`src/rtl/uart_pkg.sv`:
```
// Shared types and register-map constants for the Wishbone UART transmitter.
package uart_pkg;

    typedef enum logic [1:0] {
        IDLE  = 2'd0,
        START = 2'd1,
        DATA  = 2'd2,
        STOP  = 2'd3
    } tx_state_e;

    localparam logic [1:0] REG_TXDATA = 2'd0;
    localparam logic [1:0] REG_STATUS = 2'd1;
    localparam logic [1:0] REG_BAUD   = 2'd2;

    localparam int STAT_EMPTY = 0;
    localparam int STAT_FULL  = 1;
    localparam int STAT_BUSY  = 2;

    function automatic logic [31:0] status_word(input logic busy, input logic full,
                                                input logic empty);
        logic [31:0] w;
        w             = '0;
        w[STAT_BUSY]  = busy;
        w[STAT_FULL]  = full;
        w[STAT_EMPTY] = empty;
        return w;
    endfunction

endpackage

```
`src/rtl/sync_fifo.sv`:
```
// Single-clock FIFO; push while full is honoured only when a pop happens in the same cycle.
module sync_fifo #(
    parameter int WIDTH = 8,
    parameter int DEPTH = 16
) (
    input  logic                     clk_i,
    input  logic                     rst_ni,
    input  logic                     push,
    input  logic                     pop,
    input  logic [WIDTH-1:0]         wdata,
    output logic [WIDTH-1:0]         rdata,
    output logic                     full,
    output logic                     empty,
    output logic [$clog2(DEPTH):0]   count
);

    localparam int AW = $clog2(DEPTH);
    localparam int CW = AW + 1;

    logic [WIDTH-1:0] mem [DEPTH];
    logic [AW-1:0]    wr_ptr;
    logic [AW-1:0]    rd_ptr;
    logic             do_push;
    logic             do_pop;

    assign full    = (count == CW'(DEPTH));
    assign empty   = (count == '0);
    assign do_pop  = pop & ~empty;
    assign do_push = push & (~full | do_pop);
    assign rdata   = mem[rd_ptr];

    always_ff @(posedge clk_i) begin
        if (do_push) begin
            mem[wr_ptr] <= wdata;
        end
    end

    // Pointers wrap naturally because DEPTH is a power of two.
    always_ff @(posedge clk_i or negedge rst_ni) begin
        if (!rst_ni) begin
            wr_ptr <= '0;
            rd_ptr <= '0;
            count  <= '0;
        end else begin
            if (do_push) begin
                wr_ptr <= wr_ptr + AW'(1);
            end
            if (do_pop) begin
                rd_ptr <= rd_ptr + AW'(1);
            end
            count <= count + CW'(do_push) - CW'(do_pop);
        end
    end

endmodule

```
`src/rtl/wb_uart_tx.sv`:
```
// Wishbone pipelined slave wrapping an 8N1 UART transmitter with a byte FIFO,
// status register and programmable baud divider.
module wb_uart_tx
    import uart_pkg::*;
#(
    parameter int          FIFO_DEPTH = 16,
    parameter logic [15:0] DIV_RESET  = 16'd867
) (
    input  logic        clk_i,
    input  logic        rst_ni,
    input  logic        wb_cyc_i,
    input  logic        wb_stb_i,
    input  logic        wb_we_i,
    input  logic [31:0] wb_adr_i,
    input  logic [3:0]  wb_sel_i,
    input  logic [31:0] wb_dat_i,
    output logic [31:0] wb_dat_o,
    output logic        wb_ack_o,
    output logic        wb_stall_o,
    output logic        tx_o,
    output logic        irq_o
);

    localparam logic [1:0] ST_IDLE  = IDLE;
    localparam logic [1:0] ST_START = START;
    localparam logic [1:0] ST_DATA  = DATA;
    localparam logic [1:0] ST_STOP  = STOP;
    localparam int         CW       = $clog2(FIFO_DEPTH) + 1;

    logic [1:0]    state;
    logic [15:0]   baud_div;
    logic [15:0]   baud_shadow;
    logic [15:0]   baud_cnt;
    logic [7:0]    shift_q;
    logic [2:0]    bit_idx;
    logic [1:0]    reg_sel;
    logic [31:0]   rdata;
    logic          accept;
    logic          push;
    logic          pop;
    logic          busy;
    logic          bit_done;
    logic          frame_end;
    logic          fifo_full;
    logic          fifo_empty;
    logic [7:0]    fifo_rdata;
    logic [CW-1:0] fifo_count;
    logic          unused_bits;

    assign reg_sel    = wb_adr_i[3:2];
    assign wb_stall_o = wb_cyc_i & wb_stb_i & wb_we_i & (reg_sel == REG_TXDATA)
                        & wb_sel_i[0] & fifo_full;
    assign accept     = wb_cyc_i & wb_stb_i & ~wb_stall_o;
    assign push       = accept & wb_we_i & (reg_sel == REG_TXDATA) & wb_sel_i[0];
    assign busy       = (state != ST_IDLE);
    assign bit_done   = (baud_cnt == 16'd0);
    assign frame_end  = (state == ST_STOP) & bit_done;
    // A queued byte is taken either from idle or straight out of STOP, so frames abut.
    assign pop        = ~fifo_empty & ((state == ST_IDLE) | frame_end);
    assign unused_bits = ^{wb_adr_i[31:4], wb_adr_i[1:0], wb_sel_i[3:2],
                           wb_dat_i[31:16], fifo_count};

    sync_fifo #(
        .WIDTH (8),
        .DEPTH (FIFO_DEPTH)
    ) u_fifo (
        .clk_i  (clk_i),
        .rst_ni (rst_ni),
        .push   (push),
        .pop    (pop),
        .wdata  (wb_dat_i[7:0]),
        .rdata  (fifo_rdata),
        .full   (fifo_full),
        .empty  (fifo_empty),
        .count  (fifo_count)
    );

    always_comb begin
        rdata = 32'h0;
        case (reg_sel)
            REG_STATUS: rdata = status_word(busy, fifo_full, fifo_empty);
            REG_BAUD:   rdata = {16'h0, baud_div};
            default:    rdata = 32'h0;
        endcase
    end

    always_ff @(posedge clk_i or negedge rst_ni) begin
        if (!rst_ni) begin
            wb_ack_o <= 1'b0;
            wb_dat_o <= 32'h0;
            baud_div <= DIV_RESET;
        end else begin
            wb_ack_o <= accept;
            wb_dat_o <= (accept & ~wb_we_i) ? rdata : 32'h0;
            if (accept && wb_we_i && reg_sel == REG_BAUD) begin
                if (wb_sel_i[0]) baud_div[7:0]  <= wb_dat_i[7:0];
                if (wb_sel_i[1]) baud_div[15:8] <= wb_dat_i[15:8];
            end
        end
    end

    // tx_o is registered alongside the state so the line never glitches.
    always_ff @(posedge clk_i or negedge rst_ni) begin
        if (!rst_ni) begin
            state       <= ST_IDLE;
            baud_shadow <= DIV_RESET;
            baud_cnt    <= 16'd0;
            shift_q     <= 8'h0;
            bit_idx     <= 3'd0;
            tx_o        <= 1'b1;
        end else begin
            case (state)
                ST_IDLE: begin
                    if (pop) begin
                        state       <= ST_START;
                        shift_q     <= fifo_rdata;
                        baud_shadow <= baud_div;
                        baud_cnt    <= baud_div;
                        tx_o        <= 1'b0;
                    end
                end
                ST_START: begin
                    if (bit_done) begin
                        state    <= ST_DATA;
                        baud_cnt <= baud_shadow;
                        bit_idx  <= 3'd0;
                        tx_o     <= shift_q[0];
                    end else begin
                        baud_cnt <= baud_cnt - 16'd1;
                    end
                end
                ST_DATA: begin
                    if (bit_done) begin
                        baud_cnt <= baud_shadow;
                        if (bit_idx == 3'd7) begin
                            state <= ST_STOP;
                            tx_o  <= 1'b1;
                        end else begin
                            shift_q <= shift_q >> 1;
                            bit_idx <= bit_idx + 3'd1;
                            tx_o    <= shift_q[1];
                        end
                    end else begin
                        baud_cnt <= baud_cnt - 16'd1;
                    end
                end
                ST_STOP: begin
                    if (bit_done) begin
                        if (pop) begin
                            state       <= ST_START;
                            shift_q     <= fifo_rdata;
                            baud_shadow <= baud_div;
                            baud_cnt    <= baud_div;
                            tx_o        <= 1'b0;
                        end else begin
                            state <= ST_IDLE;
                        end
                    end else begin
                        baud_cnt <= baud_cnt - 16'd1;
                    end
                end
                default: begin
                    state <= ST_IDLE;
                    tx_o  <= 1'b1;
                end
            endcase
        end
    end

    always_ff @(posedge clk_i or negedge rst_ni) begin
        if (!rst_ni) begin
            irq_o <= 1'b1;
        end else begin
            irq_o <= fifo_empty & ~busy;
        end
    end

endmodule

```
`config.mk`:
```
export PLATFORM = sky130hd
export DESIGN_NAME = wb_uart_tx
export DESIGN_NICKNAME = d
export VERILOG_FILES = /design/src/rtl/uart_pkg.sv /design/src/rtl/sync_fifo.sv /design/src/rtl/wb_uart_tx.sv
export SDC_FILE = /design/constraint.sdc
export NUM_CORES = 1
export LEC_CHECK = 0
export CAP_MARGIN = 20
export CORE_UTILIZATION = 55
export CTS_CLUSTER_SIZE = 16
export DETAILED_ROUTE_END_ITERATION = 12
export HOLD_SLACK_MARGIN = 0.1
export PLACE_DENSITY = 0.77
export SETUP_SLACK_MARGIN = 0.2
export SYNTH_ARGS = -nofsm -noshare
export SYNTH_HDL_FRONTEND = slang
export SYNTH_SLANG_ARGS = --single-unit
```
`constraint.sdc`:
```
create_clock -name clk_i -period 3.5 [get_ports clk_i]
set_input_delay 0.525 -clock clk_i [delete_from_list [all_inputs] [get_ports clk_i]]
set_output_delay 0.525 -clock clk_i [all_outputs]
set_load 0.01 [all_outputs]
```
-- After elaboration in Yosys (flattened, before gate mapping)
Memory sizes are Yosys's and may differ from the RTL's.
Index checks and enable logic that the tools add are counted.
- reduce and logical (&&, ||, !) cells: 18
- bitwise gates (word level): 22
- equal/unequal tests: 13
- multiplexer cells: 33
- $add $sub $neg: 6
- operators by type and width (operator ; count):
    $mux W16 ; 5
    $pmux W16 S2 ; 2
    $pmux W16 S3 ; 1
    $mux W32 ; 1
    $mux W8 ; 4
    $pmux W8 S3 ; 1
    $logic_not A16 Y1 ; 1
    $sub A16 B1 Y16 const B ; 1
    $and A1 B1 Y1 ; 15
    $mux W2 ; 5
    $ne A2 B2 Y1 const B ; 5
    $mux W3 ; 3
    $add A4 B1 Y4 const B ; 2
    $mux W1 ; 8
    $pmux W2 S4 ; 1
    $reduce_and A4 Y1 ; 2
    $eq A2 B2 Y1 const B ; 3
    $pmux W3 S2 ; 1
    $reduce_and A2 Y1 ; 3
    $reduce_bool A2 Y1 ; 3
    $add A5 B1 Y5 ; 1
    $eq A5 B5 Y1 const B ; 1
    $logic_not A5 Y1 ; 1
    $not A1 Y1 ; 5
    other kinds (13) ; 17
- memories: 1
- output and inout port bits: 36
- bits of input ports: 73
- logic and storage cells: 107
- bits in writable memories: 128
- register bits after elaboration: 109
- memories (memory ; depth ; bits a word ; read ports ; clocked after memory_dff ; write ports ; RTL line ; source):
    u_fifo.mem ; 16 ; 8 ; 1 ; 0 ; 1 ; sync_fifo.sv:20 ; logic [WIDTH-1:0] mem [DEPTH];

-- Longest topological paths before layout
Gate-level depths: netlist of the first run.
- depth after elaboration: 13
- gate-level depth with buffers: 14
- depth with buffers taken out: 13

-- Hierarchy
From an unflattened synthesis of the first run, not the netlist that was laid out.
- cells, all modules: 683
- area, all modules: 10047.1 um^2
- by module, submodules not included (module ; instances ; cells an instance ; sequential area each (um^2) ; area an instance (um^2)):
    sync_fifo ; 1 ; 319 ; 4169.0 ; 5821.8
    wb_uart_tx ; 1 ; 364 ; 2019.4 ; 4225.3

-- Worst setup path after synthesis of the first run
OpenSTA, ideal clock, no wires.
- path type: flip-flop to flip-flop
- start: register u_fifo.count[3]
- end: register u_fifo.count[4]
- buffers on the path: 1
- data required time: 3377 ps
- stages on the path, launching flop included: 15
- period minus slack after synthesis: 2928 ps
- data arrival time: 2805 ps
- slack: 572 ps
- setup time: 123 ps
- path through: dfrtp_1 inv_1 ha_1 or4b_1 nand3_1 o21ai_2 buf_4 ha_1 inv_1 ha_1 fa_1 a21oi_1 nor2_1 nor2_1 xnor2_1
- elaborated cells on any way between the ends: 16
- those cells by class: add/sub: 2; eq/ne: 1; bitwise: 12; reduce/logical: 1
- RTL lines (item ; RTL line ; source):
    from (decl) ; sync_fifo.sv:14 ; output logic [$clog2(DEPTH):0] count
    from (signal assigned) ; sync_fifo.sv:51 ; count <= count + CW'(do_push) - CW'(do_pop);
    $logic_not A5 Y1 (*) ; sync_fifo.sv:27 ; assign empty = (count == '0);
    $not A1 Y1 (*) ; sync_fifo.sv:28, wb_uart_tx.sv:59 ;
    $and A1 B1 Y1 ; wb_uart_tx.sv:59 ; assign pop = ~fifo_empty & ((state == ST_IDLE) | frame_end);
    $and A1 B1 Y1 (*) ; sync_fifo.sv:28 ; assign do_pop = pop & ~empty;
    via u_fifo.do_pop ; sync_fifo.sv:24 ; logic do_pop;
    $or A1 B1 Y1 ; sync_fifo.sv:29 ; assign do_push = push & (~full | do_pop);
    $and A1 B1 Y1 ; sync_fifo.sv:29 ;
    $add A5 B1 Y5 ; sync_fifo.sv:51 ;
    $sub A5 B1 Y5 (*) ; sync_fifo.sv:51 ;
The timed path passes the listed nets; every way through them passes the cells marked *.
A chain may end at the register's enable or synchronous reset.

-- Worst setup path after layout of the first run
- start: register u_fifo.count[3]
- end: register u_fifo.count[4]
- word-level cells in the longest chain between the ends: 10
- elaborated cells on any way between the ends: 16
- those cells by class: add/sub: 2; eq/ne: 1; bitwise: 12; reduce/logical: 1
- ends and longest elaborated chain (item ; RTL line ; source):
    $eq A5 B5 Y1 ; sync_fifo.sv:26 ; assign full = (count == CW'(DEPTH));
    $and A1 B1 Y1 ; wb_uart_tx.sv:52 ; & wb_sel_i[0] & fifo_full;
    $not A1 Y1 ; wb_uart_tx.sv:53 ; assign accept = wb_cyc_i & wb_stb_i & ~wb_stall_o;
    $and A1 B1 Y1 ; wb_uart_tx.sv:53 ;
    $and A1 B1 Y1 (3 in a row) ; wb_uart_tx.sv:54 ; assign push = accept & wb_we_i & (reg_sel == REG_TXDATA) & wb_sel_i[0];
    $and A1 B1 Y1 ; sync_fifo.sv:29 ;
    $add A5 B1 Y5 ; sync_fifo.sv:51 ;
    $sub A5 B1 Y5 (*) ; sync_fifo.sv:51 ;
Mark *: on every way between the ends. The rest lies on a longest branch, timed or not.

==> out/metrics.cfg, run 1 <==
[power_and_ir_drop]
vdd.ir_drop.worst_v=0.0004731
power_frac_seq_pct=39.7
switching_share_pct=35.11
p_leak_nw=4.387
comb_power_share_pct=35.2
pwr-share-clk_pct=25.1
p_sw_mw=3.178
powerDensity_mw_per_mm2=799.2
p_int_mw=5.874

[route]
drt_pass1_iterations=5
detail_route.wl_per_cell_um=21.49
drtIter0Drc=558
drt-vias-per-instance=6.164
ant_nets=0
vias=6047
drt_wl_total_um=21080
drc=0

[critical_path]
critical_path.reg2reg.endpoint=u_fifo.count[4]$_DFF_PN0_
slowest_stage=or4b_4
worstPathRequired_ps=3910
cp.arrival_ps=3530
reg2reg_from=u_fifo.count[3]$_DFF_PN0_
critical-path-max-stage-delay_ps=520
path_cells=inv_1 > ha_1 > or4b_4 > nand2_1 > o21ai_2 > ha_1 > inv_1 > ha_1 > fa_1 > a21oi_1 > nor2_1 > nor2_1 > xnor2_1
reg2reg_slack_ps=390
cp-start-kind=flop
endpoint_kind=flop
reg2reg_depth=13
crit_type=reg2reg
path_max_fanout=5
cpMostUsedCell=ha_1

[yosys]
syn-instance-count=682
synth_top_family_by_area=multiplexers
synth_flop_cell=edfxtp_1
synth_top_area_share_pct=38.70
mappedNetlistArea_sq_mm=0.009933
muxShareOfSynthArea_pct=14.25
yosysTopAreaCell=edfxtp_1
synth_edf_count=128
synth_xor_area_share_pct=1.763
synth_area_leaders=edfxtp_1, dfrtp_1, mux4_2, mux2_2, mux2i_1
ys_seq_elements=221
async_flop_share_pct=42.08
ys_seq_area_share_pct=62.30
yosys.area_share.simple_pct=7.860
synth_fa_ha_area_share_pct=3.099
synth-compound-area-share_pct=7.104
ys_types=65
yosys_warnings=0
avgSynthCellArea_sq_um=14.56

[sta]
worst_slew_pin_slew_ps=1064
max_slew_margin_pct=29.08
rsz0062_at_grt=false
fmax_mhz=321.3
setup_violations=0
maxSlewViolCount=0
setup_tns_ps=0
finalClockSkew_ps=9.002
period_needed_ps=3112
min_period_over_period_pct=88.92
hold_violations=0
whs_ps=497.7

[placed_design]
port_buffers=44
gp_congestion=0.8714
place_area_sq_mm=0.01060
hpwl_um=14160
dpl.cell_count=940

[status]
outcome=complete, no violations

[min_path]
hp-start=shift_q[4]$_DFFE_PN0P_
min_delay_worst_endpoint=shift_q[4]$_DFFE_PN0P_
hold_path_class=reg2reg
worstHoldPathCells=1

[floorplan]
rows=48
core_area_sq_mm=0.01748
dieArea_sq_mm=0.01860
start_util_pct=56.84
ios=109
die_w_um=136.4
die_h_um=136.4

[final_layout]
nets=837
area_growth_pct=14.02
fin_cells=981
final_area_sq_mm=0.01133
drive_gt1_share_pct=18.78
nFillCells=1199
insertedDiodeCount=0

[grt]
grt_pass1_wl_um=33290
grtUsageTotal_pct=23.61
grt_pass1_vias=6058
antenna_found_initial=0
grt_overflow=0
grt_max_degree=46

[clocking]
cts-root-buf=clkbuf_16
cts.path.max_buffers=3
cts_made_buffers=22
post_cts_buffers=0
clk_pin_slew_ps=70
cts_sinks=221
cts_tree=built
htree_levels=1
worstSkewPairLatency_ps=510

[job]
maxCapViolations=0

[how the worst max path moves through the flow]
| stage | slack, ps | end | startpoint |
|---|---|---|---|
| floorplan | 570 | u_fifo.count[4]$_DFF_PN0_ | u_fifo.count[3]$_DFF_PN0_ |
| global placement | 540 | u_fifo.count[4]$_DFF_PN0_ | u_fifo.count[3]$_DFF_PN0_ |
| detailed placement | 350 | u_fifo.count[4]$_DFF_PN0_ | u_fifo.count[3]$_DFF_PN0_ |
| CTS | 320 | u_fifo.count[4]$_DFF_PN0_ | u_fifo.count[3]$_DFF_PN0_ |
| global route | 300 | u_fifo.count[4]$_DFF_PN0_ | u_fifo.count[3]$_DFF_PN0_ |
| finish | 390 | u_fifo.count[4]$_DFF_PN0_ | u_fifo.count[3]$_DFF_PN0_ |
[per-layer routing]
layer / GRT usage, % / wire [um]
met1: 34.87 / 9215
met2: 36.97 / 10170
met3: 3.169 / 1281
met4: 6.358 / 412
met5: 0 / 0
[cells in the mapped netlist (4+ instances only)]
cell	number
nand2b_1	5
nor2_1	30
o22ai_1	8
a22oi_1	12
a32oi_1	6
nor3_1	7
dfrtp_1	79
xor2_1	5
nor2b_1	4
and2_1	9
xnor2_1	15
o211ai_1	6
mux2_2	36
mux2i_1	39
mux4_2	24
inv_1	21
nand3_1	18
dfstp_2	14
buf_4	21
ha_1	23
o2111ai_1	4
buf_2	6
a21oi_1	15
nand4_1	5
and3_1	15
edfxtp_1	128
o21ai_0	19
o2bb2ai_1	4
clkbuf_1	15
nand2_1	28
buf_1	5
mux2_1	7
[layout make-up]
type                            instances  area, sq um  share of cell area (%)
Sequential cell                       221         6190                   54.65
Multi-Input combinational cell        406         3448                   30.45
Clock buffer                           33        663.1                   5.855
Timing Repair Buffer                   67        613.1                   5.413
Tap cell                              225        281.5                   2.486
Inverter                               22        82.58                  0.7291
Clock inverter                          7        47.55                  0.4198
[kinds of logic after synthesis]
kind of cell | count (synthesis)
flip-flops | 221
AO/OA/AOI/OAI | 98
XOR/XNOR | 20
buffers and inverters | 70
AND/OR/NAND/NOR | 142
other | 1
multiplexers | 106
adder cells (fa/ha/maj) | 24
[worst max-delay path, delay by kind of cell (launching register included)]
kind	cells	cell delay, ps
AOI/OAI and AO/OA	2	280
xor gates and xnor gates	1	170
adders and majority gates	4	1110
buffers and inverters	2	140
DFF	1	390
and+or+nand+nor	4	920
[cell usage in the layout, fill, tap and decap left out, types with 8 or more instances in the layout]
cell,n
mux4_2,24
a21oi_1,15
o21ai_0,19
conb_1,16
inv_1,21
and3_1,15
nand3_1,18
dfrtp_1,78
dfstp_2,14
ha_1,23
nor2_1,30
edfxtp_1,128
mux2i_1,39
a22oi_1,12
mux2_2,36
buf_4,23
nand2_1,28
clkbuf_16,23
xnor2_1,15
clkdlybuf4s50_1,43
and2_1,9
o22ai_1,8
[power by group through the flow]
stage	Sequential (mW)	Clock (mW)	Combinational, mW
4_1_cts	3.58	2.30	3.16
6_report	3.59	2.28	3.18
5_1_grt	3.65	2.40	3.43
3_3_place_gp	3.60	0	2.96
3_5_place_dp	3.63	0	3.12
2_1_floorplan	3.40	0	2.51
[state kept, by name (all words and copies together) (netlist names)]
| signal | count |
|---|---|
| shift_q | 8 |
| baud_div | 16 |
| wb_ack_o | 1 |
| irq_o | 1 |
| u_fifo.wr_ptr | 4 |
| wb_dat_o | 16 |
| u_fifo.rd_ptr | 4 |
| bit_idx | 3 |
| u_fifo.mem | 128 |
| baud_shadow | 16 |
| tx_o | 1 |
| state | 2 |
| u_fifo.count | 5 |
| baud_cnt | 16 |
[what timing repair did]
action / CTS / global route
hold buffers: 1 / 0
gates resized for setup: 0 / 1
setup endpoints to repair: 0 / 1
endpoints found under the hold margin: 34 / 0
[through the flow]
step	setup WS (ps)	power, mW	util [%]
2_1_floorplan	571.8	5.910	-
3_3_place_gp	539.3	6.560	60.66
3_5_place_dp	353.8	6.749	60.66
4_1_cts	323.9	9.045	64.78
5_1_grt	295.3	9.478	64.81
6_report	387.9	9.052	64.81
Power figures use the tool's default switching activity.
==> run 2, diff against run 1 <==
Settings changed: CORE_ASPECT_RATIO set to 0.6, CORE_UTILIZATION 55 to 54, HOLD_SLACK_MARGIN 0.1 to unset, PLACE_DENSITY 0.77 to 0.76.
==> run 2 against run 1 <==
The run now ends with negative hold slack left. Cell area increased by 0.43%. Critical path depth unchanged. Sequential share of layout area shrank 0.23 points. Hold slack got worse by 500 ps. First-iteration DRC count increased by 2.0%. Clock-buffer cell count is 2 lower. Via count rose by 1.8%. Power grew 2.4%. Clock skew up 7.5 ps. Routed wire length rose by 5.4%. Sequential power grew 1%. Utilization is essentially flat. Critical path type unchanged.
==> out/metrics.cfg, run 2 (same netlist as run 1, synthesis figures left out) <==
[placed_design]
dpl_worst_slack_ps=292.1  ; -61.71 ps
hpwl_um=15330  ; +8.3%
port_buffers=44  ; unchanged
gp_congestion=0.8627  ; -1.0%
dpl.cell_count=950  ; +1.1%

[sta]
fmax_mhz=319.9  ; -0.43%
whs_ps=-1.226  ; -499.0 ps
fin_ws_ps=374.3  ; -13.59 ps
setup_tns_ps=0  ; unchanged
worst_slew_pin_slew_ps=1074  ; +9.930 ps
period_needed_ps=3126  ; +13.59 ps
rsz0062_at_grt=false
min_period_over_period_pct=89.31  ; +0.39 points
maxSlewViolCount=0  ; unchanged
hold_violations=4  ; +4
finalClockSkew_ps=16.52  ; +7.517 ps
max_slew_margin_pct=28.42  ; -0.66 points
setup_violations=0  ; unchanged

[floorplan]
dieArea_sq_mm=0.01896  ; +1.9%
die_w_um=177.1  ; +30%
rows=37  ; -23%
start_util_pct=56.61  ; -0.22 points
die_h_um=107.1  ; -22%
core_area_sq_mm=0.01755  ; +0.39%
ios=109  ; unchanged

[route]
drt_pass1_iterations=5  ; unchanged
ant_nets=0  ; unchanged
drc=0  ; unchanged
detail_route.wl_per_cell_um=22.46  ; +4.5%
vias=6153  ; +1.8%
drt-vias-per-instance=6.221  ; +0.93%
drtIter0Drc=569  ; +2.0%
drt_wl_total_um=22210  ; +5.4%

[grt]
grt_overflow=0  ; unchanged
grtUsageTotal_pct=24.94  ; +1.3 points
grt_pass1_wl_um=35360  ; +6.2%
grt_max_degree=40  ; -13%
grt_pass1_vias=6196  ; +2.3%
antenna_found_initial=0  ; unchanged

[final_layout]
nets=837  ; unchanged
final_common_cell=edfxtp_1
largest_register=u_fifo.mem
largest_reg_flops=128  ; unchanged
final_core_util_pct=64.83  ; about the same
area_growth_pct=14.51
fin_cells=989  ; +0.82%
final_cell_mix=edfxtp_1, dfrtp_1, clkdlybuf4s50_1
insertedDiodeCount=0  ; unchanged
drive_gt1_share_pct=18.94  ; +0.16 points

[clocking]
cts_made_buffers=21  ; -4.5%
cts.path.max_buffers=3  ; unchanged
cts_sinks=221  ; unchanged
cts_tree=built
clk_pin_slew_ps=70  ; about the same
post_cts_buffers=0  ; unchanged
cts-root-buf=clkbuf_16
worstSkewPairLatency_ps=500  ; about the same
htree_levels=1  ; unchanged

[critical_path]
path_max_fanout=5  ; unchanged
cpMostUsedCell=ha_1
cp-start-kind=flop
reg2reg_depth=13  ; unchanged
path_cells=inv_1 > ha_1 > or4b_4 > nand3_1 > o21ai_2 > ha_1 > inv_1 > ha_1 > fa_1 > a21oi_1 > nor2_1 > nor2_1 > xnor2_1
worstPathRequired_ps=3930  ; +20 ps
slowest_stage=or4b_4
crit_type=reg2reg
endpoint_kind=flop
critical-path-max-stage-delay_ps=530  ; about the same
cp.arrival_ps=3550  ; +20 ps

[power_and_ir_drop]
comb_power_share_pct=35.1  ; about the same
pwr-share-clk_pct=25.6  ; +0.5 points
switching_share_pct=35.03  ; -0.078 points
vdd.ir_drop.worst_v=0.0004459  ; -5.7%
powerDensity_mw_per_mm2=815.0  ; +2.0%
power_frac_seq_pct=39.3  ; -0.4 points
p_leak_nw=4.399  ; +0.27%
p_sw_mw=3.247  ; +2.2%
p_int_mw=6.023  ; +2.5%

[job]
maxCapViolations=0  ; unchanged

[status]
outcome=finished with violations
violations=negative hold slack

[min_path]
hold_path_class=in2async

-- run 2: metrics by stage --
stage                     instance area [sq um]  hold slack, ps  power (mW)
final                                     11370          -1.226       9.270
after global routing                      11370           43.42       9.739
after CTS                                 11340           11.79       9.196
after detailed placement                  10620           481.6       6.801
after global placement                    10620           476.4       6.615
after floorplan                            9990           229.4       5.910
-- run 2: critical path: cells and delay by family (launching register included) --
family	cells	cell delay (ps)
AND/OR/NAND/NOR	4	960
adder cells (fa/ha/maj)	4	1120
flip-flops	1	390
buffers and inverters	2	130
XOR/XNOR	1	140
AO/OA/AOI/OAI	2	290
-- run 2: area by class of cell --
type,count,area [sq um]
Fill cell,1223,6171
Inverter,22,82.58
Clock buffer,31,603.1
Tap cell,234,292.8
Multi-Input combinational cell,406,3448
Sequential cell,221,6190
Clock inverter,7,120.1
Timing Repair Buffer,68,638.1
-- run 2: power by group through the flow --
stage | clock network [mW] | logic, mW | registers [mW]
final | 2.38 | 3.25 | 3.64
after global routing | 2.49 | 3.55 | 3.70
after CTS | 2.40 | 3.12 | 3.68
after detailed placement | 0 | 3.08 | 3.72
after global placement | 0 | 2.92 | 3.69
after floorplan | 0 | 2.51 | 3.40
-- run 2: repair_timing --
action,in CTS,in global routing
endpoints found under the hold margin,0,0
endpoints found under the setup margin,0,1
gates resized for setup,0,1
hold buffers,0,0
-- run 2: final timing paths --
path | startpoint | slack, ps | end
worst max-delay path | u_fifo.count[3]$_DFF_PN0_ | 370 | u_fifo.count[4]$_DFF_PN0_
worst min-delay path | rst_ni | -1 | baud_shadow[12]$_DFFE_PN0P_
worst max register to register | u_fifo.count[3]$_DFF_PN0_ | 370 | u_fifo.count[4]$_DFF_PN0_
worst min register to register | shift_q[0]$_DFFE_PN0P_ | 500 | shift_q[0]$_DFFE_PN0P_
max in group asynchronous | rst_ni | 2650 | baud_shadow[8]$_DFFE_PN1P_
min in group clk_i | shift_q[0]$_DFFE_PN0P_ | 500 | shift_q[0]$_DFFE_PN0P_
-- run 2: layer usage --
layer	GRT usage [%]	share of wire, %
met2	35.24	43
met4	5.603	1.5
met3	5.851	10
met5	0	0
met1	38.88	45
==> run 3, diff against run 2 <==
Settings changed: REMOVE_ABC_BUFFERS set to 1.
==> run 3 against run 2 <==
The run now ends clean. Utilization decreased by 0.26 points. Routed wire length up 2.9%. Die area did not move. Flip-flop and latch count did not move. Clock-buffer cell count is 6 lower. Register-to-register slack gained 80 ps. Clock power decreased by 5%. Via count increased by 0.57%. Largest cell class unchanged. Highest routed layer unchanged.
==> out/metrics.cfg, run 3 (same netlist as run 1, synthesis figures left out) <==
[placed_design]
port_buffers=44  ; unchanged
place_area_sq_mm=0.01063  ; about the same
hpwl_um=15480  ; +0.97%
gp_congestion=0.8878  ; +2.9%
dpl.cell_count=951  ; +0.11%
dpl_worst_slack_ps=356.0  ; +63.93 ps

[final_layout]
final_core_util_pct=64.57  ; -0.26 points
insertedDiodeCount=0  ; unchanged
fin_cells=990  ; +0.10%
final_common_cell=edfxtp_1
final_cell_mix=edfxtp_1, dfrtp_1, clkdlybuf4s50_1
nets=838  ; +0.12%
drive_gt1_share_pct=19.05  ; +0.11 points
largest_register=u_fifo.mem
largest_reg_flops=128  ; unchanged
area_growth_pct=14.06
final_area_sq_mm=0.01133  ; -0.40%

[route]
ant_nets=0  ; unchanged
drt-vias-per-instance=6.251  ; +0.47%
vias=6188  ; +0.57%
drt_wl_total_um=22850  ; +2.9%
detail_route.wl_per_cell_um=23.08  ; +2.8%
drtIter0Drc=722  ; +27%
drc=0  ; unchanged
drt_pass1_iterations=6  ; +1

[critical_path]
critPathTopFamily=adder cells
path_max_fanout=5  ; unchanged
crit_buf_inv=2  ; unchanged
crit_type=reg2reg
cpMostUsedCell=ha_1
cp-start-kind=flop
slowest_stage=or4b_4
critical-path-max-stage-delay_ps=540  ; about the same
cp.arrival_ps=3470  ; -80 ps
path_cells=inv_1 > ha_1 > or4b_4 > nand3_1 > o21ai_2 > ha_1 > inv_1 > ha_1 > fa_1 > a21oi_1 > nor2_1 > nor2_1 > xnor2_1
worstPathRequired_ps=3930  ; about the same
endpoint_kind=flop

[clocking]
cts_tree=built
cts_hold_buf=0  ; unchanged
worstSkewPairLatency_ps=500  ; about the same
cts_resized=0  ; unchanged
cts_made_buffers=21  ; unchanged
cts_sinks=221  ; unchanged
post_cts_buffers=0  ; unchanged
htree_levels=1  ; unchanged
cts-root-buf=clkbuf_16
clk_pin_slew_ps=70  ; about the same
cts.path.max_buffers=3  ; unchanged

[power_and_ir_drop]
p_leak_nw=4.383  ; -0.36%
power.total_mw=9.181  ; -0.96%
p_int_mw=5.899  ; -2.0%
pwr-share-clk_pct=24.7  ; -0.9 points
power_frac_seq_pct=40.1  ; +0.8 points
comb_power_share_pct=35.2  ; about the same
powerDensity_mw_per_mm2=810.4  ; -0.56%
p_sw_mw=3.282  ; +1.1%
switching_share_pct=35.75  ; +0.72 points
vdd.ir_drop.worst_v=0.0003485  ; -22%

[grt]
antenna_found_initial=0  ; unchanged
grt_pass1_wl_um=35820  ; +1.3%
grt_pass1_vias=6207  ; +0.18%
grt_overflow=0  ; unchanged
grtUsageTotal_pct=25.30  ; +0.36 points
grt_max_degree=54  ; +35%

[floorplan]
die_w_um=177.1  ; unchanged
start_util_pct=56.61  ; unchanged
ios=109  ; unchanged
dieArea_sq_mm=0.01896  ; unchanged
rows=37  ; unchanged
core_area_sq_mm=0.01755  ; unchanged
die_h_um=107.1  ; unchanged

[min_path]
hold_path_class=in2async

[job]
maxCapViolations=0  ; unchanged

[sta]
setup_violations=0  ; unchanged
fin_ws_ps=453.3  ; +79.01 ps
whs_ps=64.05  ; +65.27 ps
hold_violations=0  ; -4
maxSlewViolCount=0  ; unchanged
rsz0062_at_grt=false
max_slew_margin_pct=28.13  ; -0.29 points
setup_tns_ps=0  ; unchanged
min_period_over_period_pct=87.05  ; -2.3 points
finalClockSkew_ps=12.86  ; -3.661 ps
fmax_mhz=328.2  ; +2.6%
period_needed_ps=3047  ; -79.01 ps
worst_slew_pin_slew_ps=1078  ; +4.278 ps

[status]
outcome=complete, no violations

[run 3: cell types whose count changed in the layout (fill, tap and decap cells not counted), sizes merged]
cell      previous run  this run
buf                 25        26
inv                 22        24
bufinv               3         2
clkbuf              31        25
clkinvlp             1         2
clkinv               3         7
[run 3: cell type report]
| cell class | instances | area (sq um) |
|---|---|---|
| tap | 234 | 292.8 |
| timing repair buffer | 69 | 625.6 |
| clock inverter | 13 | 120.1 |
| multi-input combinational | 406 | 3448 |
| sequential | 221 | 6190 |
| inverter | 22 | 82.58 |
| clock buffer | 25 | 570.5 |
| fill | 1226 | 6216 |
[run 3: worst paths after layout]
check	start	to	slack, ps	depth (start not counted)
max reg2reg	u_fifo.count[3]$_DFF_PN0_	u_fifo.count[4]$_DFF_PN0_	450	13
min reg2reg	shift_q[4]$_DFFE_PN0P_	shift_q[4]$_DFFE_PN0P_	500	1
max	u_fifo.count[3]$_DFF_PN0_	u_fifo.count[4]$_DFF_PN0_	450	13
min	rst_ni	u_fifo.rd_ptr[2]$_DFFE_PN0P_	60	1
max in group asynchronous	rst_ni	baud_div[8]$_DFFE_PN1P_	2590	2
min in group clk_i	shift_q[4]$_DFFE_PN0P_	shift_q[4]$_DFFE_PN0P_	500	1
[run 3: routing by layer]
| layer | wire, um | track usage (%) | up-vias |
|---|---|---|---|
| li1 | - | - | 2683 |
| met1 | 10270 | 39.59 | 3168 |
| met2 | 9845 | 35.91 | 308 |
| met3 | 2420 | 6.418 | 29 |
| met4 | 311 | 4.310 | 0 |
| met5 | 0 | 0 | - |
[run 3: power by group through the flow]
stage | clock, mW | sequential, mW | combinational (mW)
finish | 2.27 | 3.68 | 3.23
global route | 2.40 | 3.74 | 3.47
CTS | 2.30 | 3.67 | 3.18
detailed placement | 0 | 3.71 | 3.13
global placement | 0 | 3.68 | 2.96
floorplan | 0 | 3.59 | 2.22
